<file path="config.mk">
export PLATFORM = sky130hd
export DESIGN_NAME = univ_shift_reg
export DESIGN_NICKNAME = d
export VERILOG_FILES = /design/src/rtl/univ_shift_reg.sv
export SDC_FILE = /design/constraint.sdc
export NUM_CORES = 1
export LEC_CHECK = 0
export ABC_AREA = 0
export CAP_MARGIN = 20
export CORE_MARGIN = 1
export CORE_UTILIZATION = 52
export CTS_BUF_LIST = sky130_fd_sc_hd__clkbuf_4
export DETAILED_ROUTE_END_ITERATION = 12
export GPL_TIMING_DRIVEN = 0
export HOLD_SLACK_MARGIN = 0.15
export PLACE_DENSITY_LB_ADDON = 0.05
export SYNTH_ARGS = -nofsm -noshare
export SYNTH_HDL_FRONTEND = slang
export SYNTH_SLANG_ARGS = --single-unit
export TNS_END_PERCENT = 50
</file>
<file path="constraint.sdc">
create_clock -name clk -period 3.37 [get_ports clk]
set_input_delay 0.674 -clock clk [delete_from_list [all_inputs] [get_ports clk]]
set_output_delay 0.674 -clock clk [all_outputs]
set_load 0.01 [all_outputs]
</file>
<file path="src/rtl/univ_shift_reg.sv">
// -----------------------------------------------------------------------------
// univ_shift_reg
//
// Parametrised universal shift register with a self-timed burst serializer.
// In IDLE it executes one opcode per accepted request (hold, shift left/right
// with serial fill, rotate left/right, parallel load, arithmetic shift right,
// clear). A start request loads d and streams it out on sout, MSB-first or
// LSB-first, for exactly WIDTH cycles, then pulses done for one cycle.
//
// Parameters:
//   WIDTH    register width, 2..64
//   RST_VAL  value loaded by reset and by the CLEAR opcode
//
// Ports:
//   clk       rising-edge clock
//   reset_n   asynchronous active-low reset
//   op        opcode (see op_e), taken when op_valid && op_ready
//   op_valid  opcode request
//   op_ready  high when no burst is in progress
//   sin_l     fill bit entering at the MSB on SHR
//   sin_r     fill bit entering at the LSB on SHL
//   d         parallel data for LOAD and burst start
//   start     burst request (wins over op_valid)
//   dir       burst order sampled at start: 0 MSB-first, 1 LSB-first
//   q         registered contents
//   sout      serial output (q[0] in an LSB-first burst, else q[WIDTH-1])
//   busy      burst in progress
//   done      one-cycle pulse when a burst completes
//   parity    XOR reduction of q (only when USR_PARITY_EN is defined)
//
// Optional feature: define USR_PARITY_EN to add the parity output.
// -----------------------------------------------------------------------------
module univ_shift_reg #(
  parameter int unsigned           WIDTH   = 8,
  parameter logic [WIDTH-1:0]      RST_VAL = '0
) (
  input  logic             clk,
  input  logic             reset_n,
  input  logic [2:0]       op,
  input  logic             op_valid,
  output logic             op_ready,
  input  logic             sin_l,
  input  logic             sin_r,
  input  logic [WIDTH-1:0] d,
  input  logic             start,
  input  logic             dir,
`ifdef USR_PARITY_EN
  output logic             parity,
`endif
  output logic [WIDTH-1:0] q,
  output logic             sout,
  output logic             busy,
  output logic             done
);

  localparam int unsigned           CNT_W    = $clog2(WIDTH);
  localparam logic [CNT_W-1:0]      CNT_LAST = CNT_W'(WIDTH - 1);

  typedef enum logic [2:0] {
    OP_HOLD  = 3'b000,
    OP_SHL   = 3'b001,
    OP_SHR   = 3'b010,
    OP_ROL   = 3'b011,
    OP_ROR   = 3'b100,
    OP_LOAD  = 3'b101,
    OP_ASR   = 3'b110,
    OP_CLEAR = 3'b111
  } op_e;

  typedef enum logic {
    ST_IDLE  = 1'b0,
    ST_BURST = 1'b1
  } state_e;

  state_e           state_q, state_d;
  logic [WIDTH-1:0] q_q, q_d;
  logic [CNT_W-1:0] cnt_q, cnt_d;
  logic             dir_q, dir_d;
  logic             done_q, done_d;

  // ---------------------------------------------------------------------------
  // State register
  // ---------------------------------------------------------------------------
  // NOTE: sequential state uses non-blocking assignments so every flop samples
  // the pre-edge values of the others, independent of statement order.
  always_ff @(posedge clk or negedge reset_n) begin
    if (!reset_n) begin
      state_q <= ST_IDLE;
      q_q     <= RST_VAL;
      cnt_q   <= '0;
      dir_q   <= 1'b0;
      done_q  <= 1'b0;
    end else begin
      state_q <= state_d;
      q_q     <= q_d;
      cnt_q   <= cnt_d;
      dir_q   <= dir_d;
      done_q  <= done_d;
    end
  end

  // ---------------------------------------------------------------------------
  // Next-state and datapath
  // ---------------------------------------------------------------------------
  always_comb begin
    // NOTE: every output of this block gets a default first, so no path can
    // leave a variable unassigned and infer a latch.
    state_d = state_q;
    q_d     = q_q;
    cnt_d   = cnt_q;
    dir_d   = dir_q;
    done_d  = 1'b0;

    unique case (state_q)
      ST_IDLE: begin
        if (start) begin
          // Burst takes priority; a simultaneous op request is dropped.
          q_d     = d;
          dir_d   = dir;
          cnt_d   = '0;
          state_d = ST_BURST;
        end else if (op_valid) begin
          unique case (op_e'(op))
            OP_HOLD:  q_d = q_q;
            OP_SHL:   q_d = {q_q[WIDTH-2:0], sin_r};
            OP_SHR:   q_d = {sin_l, q_q[WIDTH-1:1]};
            OP_ROL:   q_d = {q_q[WIDTH-2:0], q_q[WIDTH-1]};
            OP_ROR:   q_d = {q_q[0], q_q[WIDTH-1:1]};
            OP_LOAD:  q_d = d;
            OP_ASR:   q_d = {q_q[WIDTH-1], q_q[WIDTH-1:1]};
            OP_CLEAR: q_d = RST_VAL;
            default:  q_d = q_q;
          endcase
        end
      end

      ST_BURST: begin
        // Shift toward whichever end feeds sout, zero-filling behind.
        q_d   = dir_q ? {1'b0, q_q[WIDTH-1:1]} : {q_q[WIDTH-2:0], 1'b0};
        cnt_d = cnt_q + CNT_W'(1);
        if (cnt_q == CNT_LAST) begin
          // All WIDTH bits have been presented; the register is empty.
          q_d     = '0;
          cnt_d   = '0;
          done_d  = 1'b1;
          state_d = ST_IDLE;
        end
      end

      default: state_d = ST_IDLE;
    endcase
  end

  // ---------------------------------------------------------------------------
  // Outputs
  // ---------------------------------------------------------------------------
  always_comb begin
    busy     = (state_q == ST_BURST);
    op_ready = ~busy;
    q        = q_q;
    done     = done_q;
    // LSB-first bursts drain from bit 0; everything else is MSB-out.
    sout     = (busy && dir_q) ? q_q[0] : q_q[WIDTH-1];
  end

`ifdef USR_PARITY_EN
  assign parity = ^q_q;
`endif

endmodule
</file>
* Yosys cells after proc, flatten, opt, wreduce, memory -nomap -nowiden
Cells that the tools add are included.
** Storage, ports and cells
- Word-level logic and storage cells :: 40
- Bits in registers :: 14
- Input port bits :: 18
- Output and inout bits :: 12
** Operators by class
- $add $sub $neg :: 1
- Muxes and demuxes :: 15
- Reduce and logical (&&, ||, !) cells :: 5
- Eq/ne operators :: 12
- Bitwise operators :: 1
** Operators with widths (number)
- $pmux 8 s7 :: 1
- $mux 8 :: 4
- $pmux 8 s2 :: 1
- $eq 3x3->1 const B :: 5
- $eq 3x2->1 const B :: 2
- $mux 3 :: 2
- $ne 3x3->1 const B :: 2
- $pmux 3 s2 :: 1
- $mux 1 :: 5
- $reduce_and 2->1 :: 2
- $add 3x1->3 const B :: 1
- $eq 3x1->1 const B :: 1
- $logic_not 3->1 :: 1
- $ne 3x2->1 const B :: 1
- $reduce_and 3->1 :: 1
- $ne 2x1->1 const B :: 1
- $pmux 1 s2 :: 1
- $logic_and 1x1->1 :: 1
- $not 1->1 :: 1

* Logic depth before layout (Yosys ltp)
- Depth after elaboration :: 5
- Depth in mapped cells :: 7
- Mapped depth without buffers :: 6

* Worst setup path after synthesis
OpenSTA, ideal clock, no wires.
- Kind :: flip-flop to output port
- Start :: reg state_q, in the netlist busy
- End :: out sout
- Buffers on the path :: 1
- Data arrival time :: 1.005 ns
- Cell stages (with the launch flop) :: 4
- Slack :: 1.691 ns
- Data required time :: 2.696 ns
- Cells stage by stage :: dfrtp_1 > buf_2 > nand2_1 > mux2_2
** On the way
- Word-level cells in the longest chain between the ends :: 2
** RTL lines
- from (decl) :: RTL line 75 : state_e state_q, state_d;
- from (signal assigned) :: RTL line 94 : state_q <= state_d;
- $logic_and 1x1->1 :: RTL line 163 : sout = (busy && dir_q) ? q_q[0] : q_q[WIDTH-1];
- $mux 1 :: RTL line 163
- to (decl) :: RTL line 51 : output logic sout,
Every way passes these cells.

* Worst setup path in the final report
Ends and elaborated chain as after synthesis.

==> run metrics <==
Site Rows 15; area grow syn2layout 32.45%; Yosys cell types 32; Total Routing Usage GR 29.31%; P_int 0.5940 mW; setup TNS 0 ns; Die Y 46.74 um; Syn. warnings 0; Antenna Cells 0; final std cells w/o fill 174; clock latency on the worst-skew pair 0.28 ns; R2R depth 7; Post-DP HPWL 1996 um; worst slew pin tran 0.6424 ns; fin crit period 2.446 ns; Critical Path Sink Type primary output; Setup Viol. Count Final 0; Post-CTS Setup Inserts 0; Psw 0.4216 mW; dpl cells 170; max frequency 408.8 MHz; post-CTS resize count 0; Placer Congestion 0.8405; switching share of power 41.51%; flop2flop setup slack 1.66 ns; Final ANT Viol Nets 0; Buffers on Ports 28; sequential power share 32.7%; Final period util 72.58%; DRT Wirelength 2785 um; PwrDens 736.5 nW/um^2; Slew HR 57.04%; min-delay src cnt_q[0]; vias in the first global route 1022; hold endpoint cnt_q[0]; unrepaired setup endpoints after global routing false; critical path startpoint busy; maxcap violations 0; WP data required 2.70 ns; initial antenna violation count 0; CTS Buf Count 3; H-tree levels 1; Pwr Total 1.016 mW; placed cell areas 1353 um^2; die area 2185 um^2; Max Root-Sink Buffers 2; post-synthesis sequential area ratio 33.65%; NumNets Final 170; Syn Inst Count 117; Clock Skews 0.003684 ns; Worst Setup Path Type flop to primary output; Yosys reg bits 14; CTS Hold Bufs 0; Hold Path Class flop to flop; largest net degree at the start of global routing 15; Slew Limit Fails 0; CP arrival 1.77 ns; Worst Path Max Fanout 10; first-pass GRT wire length 4485 um; Core Region 1802 um^2; endpoints failing hold 0; Comb pwr share 57.3%; VDD IR max 0.0004562 V; first-iteration detailed-routing DRC count 59; CTS clk-pin slew, worst paths 0.09 ns; layout cells sized above 1 8.725%; Post-Syn Area per Cell 8.897 um^2; Initial Util 57.78%; LEAKAGE 0.5793 nW; worst hold path depth 1; Design Area, Final 1379 um^2; clock sinks 14; Reg-to-Reg Start cnt_q[0]; Vias 1122; CTS tree built; Root Buffer clkbuf_4; DRC viols 0; Vias per Instance 6.448; # IOs 30; Overflow after GRT 0; syn nets 137; Worst R2R End q[7]; status finished clean; Setup crit start kind flop; Die Wd 46.74 um; Syn Std Cell Area 1041 um^2; Clock Power Share 10.1%; drt wl/cell 16.01 um; Pre-Repair DR Iteration Count 4
[flip-flops by register name (all words and copies together) (netlist names)]
| name | cells |
|---|---|
| q | 8 |
| cnt_q | 3 |
| busy | 1 |
| done | 1 |
| dir_q | 1 |
[critical path, stage by stage (launching register included)]
cell             delay, ns
dfrtp_1               0.42
buf_2                 0.19
nand2_1               0.08
mux2_2                0.33
clkdlybuf4s50_1       0.47
[power by group through the flow]
stage | Combinational, mW | Clock [mW] | Sequential (mW)
2_1_floorplan | 0.346 | 0 | 0.331
3_3_place_gp | 0.557 | 0 | 0.329
3_5_place_dp | 0.580 | 0 | 0.332
4_1_cts | 0.581 | 0.103 | 0.329
5_1_grt | 0.641 | 0.106 | 0.342
6_report | 0.581 | 0.102 | 0.332
[logic make-up (layout without fill, tap and decap cells)]
logic type | Yosys count | after routing | synth area share [%]
AO/OA/AOI/OAI | 45 | 45 | 31.37
AND/OR/NAND/NOR | 33 | 33 | 16.83
flip-flops | 14 | 14 | 33.65
buffers and inverters | 14 | 46 | 6.850
multiplexers | 9 | 9 | 8.894
adder cells (fa/ha/maj) | 2 | 2 | 2.403
[synth_stat cells (all sizes together)]
| cell type | number | area share [%] |
|---|---|---|
| nand2b | 2 | 1.2 |
| o31ai | 2 | 1.4 |
| a32o | 6 | 5.8 |
| nor3b | 1 | 0.72 |
| a2111o | 1 | 1.1 |
| nor2b | 3 | 2.5 |
| nand3b | 2 | 1.4 |
| o21ba | 1 | 0.96 |
| a22oi | 1 | 1.2 |
| mux2i | 7 | 6.7 |
| a21oi | 8 | 3.8 |
| and2 | 2 | 1.2 |
| inv | 5 | 1.8 |
| dfrtp | 14 | 34 |
| nand4b | 2 | 1.7 |
| nor3 | 1 | 0.48 |
| nand2 | 3 | 1.1 |
| and2b | 1 | 0.72 |
| o21ai | 8 | 3.8 |
| a22o | 8 | 6.7 |
| ha | 2 | 2.4 |
| buf | 5 | 3.6 |
| nor2 | 16 | 5.8 |
| mux2 | 2 | 2.2 |
| a31oi | 8 | 4.8 |
| clkbuf | 4 | 1.4 |
| o221ai | 1 | 0.84 |
| o41ai | 1 | 0.84 |
[stage by stage]
step                util [%]  setup slack, ns  hold WS (ns)
detailed placement     75.07           0.9581        0.5013
finish                 76.53           0.9241        0.5146
global placement       75.07            1.013        0.4856
global route           76.53           0.8801        0.5578
floorplan                  -            1.691        0.3784
CTS                    76.53           0.9225        0.5171
[how the worst max path moves through the flow]
stage	to	slack, ns	cells past startpoint
2_1_floorplan	sout	1.69	3
3_3_place_gp	q[0]	1.01	5
3_5_place_dp	q[0]	0.96	5
4_1_cts	sout	0.92	4
5_1_grt	sout	0.88	4
6_report	sout	0.92	4
[layout make-up]
| cell class | count | area (um^2) |
|---|---|---|
| tap | 25 | 31.28 |
| timing repair buffer | 28 | 280.3 |
| sequential | 14 | 350.3 |
| fill | 147 | 422.9 |
| multi-input combinational | 89 | 619.3 |
| buffer | 9 | 52.55 |
| inverter | 5 | 18.77 |
| clock inverter | 1 | 3.754 |
| clock buffer | 3 | 22.52 |
[per-layer routing]
metal	vias up	global-route usage [%]	part of all wire [%]
li1	509	-	-
met5	-	0	0
met3	4	3.846	9.5
met2	73	49.17	49
met1	536	37.65	40
met4	0	13.14	1.4
[placed cells by master, fill, tap and decap left out, types with 3 or more instances in the layout]
cell type and instances:
clkdlybuf4s50_1 28, nor2_1 16, dfrtp_1 14, a22o_1 8, a21oi_1 8, a31oi_1 8
o21ai_0 7, mux2i_1 7, a32o_1 6, inv_1 5, clkbuf_1 4, buf_2 3
nand2_1 3, clkbuf_4 3
No activity file was read; power rests on OpenSTA's default activity.
